$ cat config.mk
export PLATFORM = sky130hd
export DESIGN_NAME = main_control_fsm
export DESIGN_NICKNAME = d
export VERILOG_FILES = /design/src/rtl/main_control_fsm.sv
export SDC_FILE = /design/constraint.sdc
export NUM_CORES = 1
export LEC_CHECK = 0
export ABC_CLOCK_PERIOD_IN_PS = 7000
export BUFFER_PORTS_ARGS = -buffer_cell sky130_fd_sc_hd__buf_4
export CAP_MARGIN = 5
export CORE_MARGIN = 2
export CORE_UTILIZATION = 35
export CTS_CLUSTER_SIZE = 14
export DETAILED_ROUTE_END_ITERATION = 7
export PLACE_DENSITY_LB_ADDON = 0.3
export SYNTH_ARGS = -nofsm -noshare
export SYNTH_HDL_FRONTEND = slang
export SYNTH_SLANG_ARGS = --single-unit
$ cat constraint.sdc
create_clock -name Clk -period 7 [get_ports Clk]
set_input_delay 1.4 -clock Clk [delete_from_list [all_inputs] [get_ports Clk]]
set_output_delay 1.4 -clock Clk [all_outputs]
set_load 0.05 [all_outputs]
$ cat src/rtl/main_control_fsm.sv
// Multi-cycle main control unit for the MIPS datapath.
// Sequences FETCH -> DECODE -> EXEC/MEM/WB (or BRANCH/JUMP/TRAP) and drives
// every datapath enable. Outputs are Moore-decoded from the state and the
// opcode latched in DECODE. FETCH also qualifies IRWrite/PCWrite with MemReady.
// While Reset is high every output is held at 0.
//
// Handshake: MemRead/MemWrite (with MemSize) are requests that stay high and
// stable in FETCH/MEM until the cycle in which MemReady = 1; that cycle
// completes the transfer and the FSM advances on the following edge.
// MemReady is ignored in all other states.
//
// Optional feature macro: MULT_EN. When it is defined, opcode 011100 is
// decoded as `mul`, which spends MULT_CYCLES cycles in EXEC (counted by
// mulcnt) and drives ALUOp 1011. Without it, 011100 traps like any
// undefined opcode.
module main_control_fsm #(
   parameter int unsigned MULT_CYCLES = 3
) (
   input  logic       Clk,
   input  logic       Reset,
   input  logic [5:0] Opcode,
   input  logic [5:0] Funct,
   input  logic       MemReady,
   output logic [3:0] ALUOp,
   output logic       PCWrite,
   output logic       IRWrite,
   output logic       MemRead,
   output logic       MemWrite,
   output logic [1:0] MemSize,
   output logic       RegWrite,
   output logic       RegDst,
   output logic       MemToReg,
   output logic       ALUSrc,
   output logic       Branch,
   output logic       Jump,
   output logic       Link,
   output logic       Trap,
   output logic [2:0] debug_state
);

   typedef enum logic [2:0] {
      S_FETCH  = 3'd0,
      S_DECODE = 3'd1,
      S_EXEC   = 3'd2,
      S_MEM    = 3'd3,
      S_WB     = 3'd4,
      S_BRANCH = 3'd5,
      S_JUMP   = 3'd6,
      S_TRAP   = 3'd7
   } state_t;

   localparam logic [5:0] OP_RTYPE  = 6'b000000;
   localparam logic [5:0] OP_REGIMM = 6'b000001;
   localparam logic [5:0] OP_J      = 6'b000010;
   localparam logic [5:0] OP_JAL    = 6'b000011;
   localparam logic [5:0] OP_BEQ    = 6'b000100;
   localparam logic [5:0] OP_BNE    = 6'b000101;
   localparam logic [5:0] OP_BLEZ   = 6'b000110;
   localparam logic [5:0] OP_BGTZ   = 6'b000111;
   localparam logic [5:0] OP_ADDI   = 6'b001000;
   localparam logic [5:0] OP_SLTI   = 6'b001010;
   localparam logic [5:0] OP_ANDI   = 6'b001100;
   localparam logic [5:0] OP_ORI    = 6'b001101;
   localparam logic [5:0] OP_XORI   = 6'b001110;
   localparam logic [5:0] OP_MUL    = 6'b011100;
   localparam logic [5:0] OP_LB     = 6'b100000;
   localparam logic [5:0] OP_LH     = 6'b100001;
   localparam logic [5:0] OP_LW     = 6'b100011;
   localparam logic [5:0] OP_SB     = 6'b101000;
   localparam logic [5:0] OP_SH     = 6'b101001;
   localparam logic [5:0] OP_SW     = 6'b101011;
   localparam logic [5:0] FN_JR     = 6'b001000;

   // A value outside 1..15 would either never leave EXEC or overflow mulcnt.
   if (MULT_CYCLES < 1 || MULT_CYCLES > 15) begin : g_bad_mult_cycles
      $error("MULT_CYCLES must be in 1..15");
   end

   state_t     state;
   state_t     state_next;
   logic [5:0] op_q;

   // Instruction class flags of the latched opcode.
   logic is_load;
   logic is_store;
   logic is_imm;
   logic is_rtype;
   logic is_mul;

   assign is_load  = (op_q inside {OP_LB, OP_LH, OP_LW});
   assign is_store = (op_q inside {OP_SB, OP_SH, OP_SW});
   assign is_imm   = (op_q inside {OP_ADDI, OP_SLTI, OP_ANDI, OP_ORI, OP_XORI});
   assign is_rtype = (op_q == OP_RTYPE);
`ifdef MULT_EN
   assign is_mul   = (op_q == OP_MUL);
`else
   assign is_mul   = 1'b0;
`endif

   assign debug_state = state;

   // Where DECODE sends the freshly fetched instruction.
   function automatic state_t decode_target(input logic [5:0] op, input logic [5:0] fn);
      state_t t;
      t = S_TRAP;
      case (op)
         OP_RTYPE:                                    t = (fn == FN_JR) ? S_JUMP : S_EXEC;
         OP_REGIMM, OP_BEQ, OP_BNE, OP_BLEZ, OP_BGTZ: t = S_BRANCH;
         OP_J, OP_JAL:                                t = S_JUMP;
         OP_ADDI, OP_SLTI, OP_ANDI, OP_ORI, OP_XORI:  t = S_EXEC;
         OP_LB, OP_LH, OP_LW, OP_SB, OP_SH, OP_SW:    t = S_EXEC;
`ifdef MULT_EN
         OP_MUL:                                      t = S_EXEC;
`endif
         default:                                     t = S_TRAP;
      endcase
      return t;
   endfunction

   // Operation class handed to the ALU control decoder.
   function automatic logic [3:0] aluop_of(input logic [5:0] op);
      logic [3:0] a;
      a = 4'b0000;
      case (op)
         OP_RTYPE:                                           a = 4'b0000;
         OP_ADDI, OP_LW, OP_SW, OP_LH, OP_SH, OP_LB, OP_SB:  a = 4'b0001;
         OP_XORI:                                            a = 4'b0010;
         OP_SLTI:                                            a = 4'b0011;
         OP_ANDI:                                            a = 4'b0100;
         OP_ORI:                                             a = 4'b0101;
         OP_REGIMM:                                          a = 4'b0110;
         OP_BGTZ:                                            a = 4'b0111;
         OP_BLEZ:                                            a = 4'b1000;
         OP_BNE:                                             a = 4'b1001;
         OP_BEQ:                                             a = 4'b1010;
`ifdef MULT_EN
         OP_MUL:                                             a = 4'b1011;
`endif
         default:                                            a = 4'b0000;
      endcase
      return a;
   endfunction

   // Access width: word/half/byte follows the low opcode bits of lw/lh/lb.
   function automatic logic [1:0] size_of(input logic [5:0] op);
      logic [1:0] s;
      case (op[1:0])
         2'b11:   s = 2'b00;
         2'b01:   s = 2'b01;
         default: s = 2'b10;
      endcase
      return s;
   endfunction

`ifdef MULT_EN
   localparam logic [3:0] MUL_LAST = 4'(MULT_CYCLES - 1);

   logic [3:0] mulcnt;
   logic       mul_done;

   assign mul_done = (mulcnt == MUL_LAST);

   // Counts mul cycles spent in EXEC; idle at zero otherwise.
   always_ff @(posedge Clk) begin
      if (Reset) begin
         mulcnt <= 4'd0;
      end else if (state == S_EXEC && is_mul && !mul_done) begin
         mulcnt <= mulcnt + 4'd1;
      end else begin
         mulcnt <= 4'd0;
      end
   end
`endif

   // State register.
   always_ff @(posedge Clk) begin
      if (Reset) begin
         state <= S_FETCH;
      end else begin
         state <= state_next;
      end
   end

   // Opcode is captured only in DECODE so later Opcode changes are ignored.
   always_ff @(posedge Clk) begin
      if (Reset) begin
         op_q <= 6'd0;
      end else if (state == S_DECODE) begin
         op_q <= Opcode;
      end
   end

   // Next-state and output decode; Reset forces every output to 0.
   always_comb begin
      state_next = state;
      ALUOp      = 4'b0000;
      PCWrite    = 1'b0;
      IRWrite    = 1'b0;
      MemRead    = 1'b0;
      MemWrite   = 1'b0;
      MemSize    = 2'b00;
      RegWrite   = 1'b0;
      RegDst     = 1'b0;
      MemToReg   = 1'b0;
      ALUSrc     = 1'b0;
      Branch     = 1'b0;
      Jump       = 1'b0;
      Link       = 1'b0;
      Trap       = 1'b0;

      case (state)
         S_FETCH: begin
            MemRead = 1'b1;
            if (MemReady) begin
               IRWrite    = 1'b1;
               PCWrite    = 1'b1;
               state_next = S_DECODE;
            end
         end
         S_DECODE: begin
            state_next = decode_target(Opcode, Funct);
         end
         S_EXEC: begin
            ALUOp  = aluop_of(op_q);
            ALUSrc = is_imm || is_load || is_store;
            if (is_load || is_store) begin
               state_next = S_MEM;
            end else begin
               state_next = S_WB;
            end
`ifdef MULT_EN
            if (is_mul && !mul_done) begin
               state_next = S_EXEC;
            end
`endif
         end
         S_MEM: begin
            MemRead  = is_load;
            MemWrite = is_store;
            MemSize  = size_of(op_q);
            if (MemReady) begin
               state_next = is_load ? S_WB : S_FETCH;
            end
         end
         S_WB: begin
            RegWrite   = 1'b1;
            RegDst     = is_rtype || is_mul;
            MemToReg   = is_load;
            state_next = S_FETCH;
         end
         S_BRANCH: begin
            ALUOp      = aluop_of(op_q);
            Branch     = 1'b1;
            state_next = S_FETCH;
         end
         S_JUMP: begin
            Jump       = 1'b1;
            Link       = (op_q == OP_JAL);
            RegWrite   = (op_q == OP_JAL);
            state_next = S_FETCH;
         end
         S_TRAP: begin
            Trap       = 1'b1;
            state_next = S_FETCH;
         end
         default: begin
            state_next = S_FETCH;
         end
      endcase

      if (Reset) begin
         ALUOp    = 4'b0000;
         PCWrite  = 1'b0;
         IRWrite  = 1'b0;
         MemRead  = 1'b0;
         MemWrite = 1'b0;
         MemSize  = 2'b00;
         RegWrite = 1'b0;
         RegDst   = 1'b0;
         MemToReg = 1'b0;
         ALUSrc   = 1'b0;
         Branch   = 1'b0;
         Jump     = 1'b0;
         Link     = 1'b0;
         Trap     = 1'b0;
      end
   end

endmodule

==> impl_metrics.yaml <==
outcome:
  outcome: "complete, no violations"
sta:
  grt_setup_unrepaired: "no"
  maxSlewViolCount: 0
  max_clock_freq_mhz: 254
  clock_skew_ps: 6.21
  fin_tns_setup_ps: 0
  relSlewSlack_pct: 51.1
  min_period_over_period_pct: 56.2
  hold_viol_final: 0
  hold_slack_ps: 626
  min_period_ps: 3940
  setup_viol: 0
  tightest_slew_ps: 733
route:
  first_pass_iters: 4
  drt_iter0_markers: 62
  vias_per_cell: 5.30
  totalWireLength_microns: 2750
  via_count: 1156
  ant_nets: 0
  wl_per_cell_microns: 12.6
  drcViolationCount: 0
logic_synthesis:
  synth_ff_type: "dfxtp_1"
  synth_edf_count: 0
  synth_seq_cells: 13
  synth_cell_types: 41
  ys_async_sr_fraction_pct: 0
  synthCells: 145
  avgSynthCellArea_sq_um: 7.81
  synth_nets: 165
  syn_area_sq_mm: 0.00113
  yosysSeqAreaShare_pct: 23.0
  ys_warn_count: 0
floorplanning:
  die_y_microns: 60.9
  core_area_sq_mm: 0.00308
  die_w_microns: 60.9
  row_count: 20
  die_area_sq_mm: 0.00371
  start_util_pct: 36.8
  num_io_pins: 36
final_layout:
  mostFrequentLayoutCell: "buf_4"
  drive_gt1_share_pct: 27.6
  final_cell_mix: "buf_4 (35), nor2_1 (17), dfxtp_1 (13)"
  multiInputGateArea_sq_um: 801
  stdcell_area_sq_mm: 0.00143
  layout.nets: 195
  regArea_sq_um: 260
  diodes: 0
  fill_cells: 319
  areaGrowthSynthToFinish_pct: 26.4
job:
  max_cap_viol_count: 0
clock_tree:
  cts_tree: "yes"
  cts_resized: 0
  cts.clk_slew.worst_paths_ps: 80
  post_cts_buffers: 0
  cts_root_buf: "clkbuf_4"
  hold_buffers: 0
  cts_made_buffers: 3
  clock-sinks: 13
  cts.path.max_buffers: 2
  clk-insertion-delay-late_ps: 270
  htree_levels: 1
place:
  portBuffers: 35
  dp_hpwl_microns: 2180
  place_area_sq_mm: 0.00141
  gp_congestion: 0.852
critical_path:
  crit_arrival_ps: 2540
  critical_path_class: "input port to output port"
  worstPathRequired_ps: 5600
  ff2ff_path_depth: 7
  start_kind: "input port"
  crit_path_end_kind: "output port"
  path_max_fanout: 19
grt:
  grt_pass1_wl_microns: 4600
  grt-ovfl-total: 0
  grt_max_degree: 20
  antenna_found_initial: 0
  grt_pass1_vias: 1056
  track_usage_pct: 16.3
min_path:
  min_path_type: "register to register"
  whs_path_depth: 2
power:
  p_leak_uw: 0.000581
  p_per_area_mw_per_mm2: 160
  vdd_drop_max_v: 0.0000820
==> per-layer routing <==
| layer | vias up | track usage (%) | wire [microns] |
|---|---|---|---|
| met2 | 43 | 27.2 | 1300 |
| met1 | 519 | 20.9 | 1260 |
| met5 | - | 0 | 0 |
| met3 | 6 | 2.77 | 146 |
| met4 | 0 | 6.21 | 44 |
| li1 | 588 | - | - |
==> cell usage after synthesis, drive strengths merged (4+ instances only) <==
cell,n,area share (%)
nor2,17,5.6
and2,5,2.8
or3,4,2.2
a21oi,6,2.7
nor3,10,4.4
ha,5,5.5
nor3b,4,3.6
nand2,5,1.7
buf,4,2.0
inv,7,2.3
clkbuf,6,2.0
mux2i,11,9.7
nand2b,5,2.8
dfxtp,13,23
==> logic make-up after synthesis <==
family	after synthesis	share of synthesized area (%)
buffers and inverters	17	6.30
flip-flops	13	23.0
adder cells (fa/ha/maj)	5	5.52
AND/OR/NAND/NOR	74	38.1
multiplexers	14	12.7
AO/OA/AOI/OAI	22	14.4
==> through the flow <==
step	util (%)	total power, uW	instances	worst slack [ps]
global placement	45.7	183	214	3120
floorplan	-	160	145	1940
global route	46.5	243	218	2990
detailed placement	45.7	185	214	3070
CTS	46.5	230	218	3060
finish	46.5	229	218	3060
==> critical path, cell delays in order <==
cell     delay (ps)
buf_4           170
or2_2           360
nor4b_1         340
buf_4           260
==> where the power goes <==
group / switching, uW / internal [uW]
Sequential: 12.9 / 81.9
Clock: 23.4 / 22.1
Combinational: 51.8 / 37.0
Total: 88.0 / 141
==> final timing paths <==
path	startpoint	end	slack [ps]
worst max-delay path	Reset	MemSize[0]	3060
worst min-delay path	op_q[4]	op_q[4]	630
worst max register to register	debug_state[0]	register	4130
worst min register to register	op_q[4]	op_q[4]	630
==> cell type report <==
class                   instances  area share, %
inverters                       7           1.84
clock buffers                   4           1.84
flip-flops and latches         13           18.2
well taps                      44           3.85
multi-input cells             115           55.9
repair buffers                 35           18.4
No activity file was read; power rests on OpenSTA's default activity.
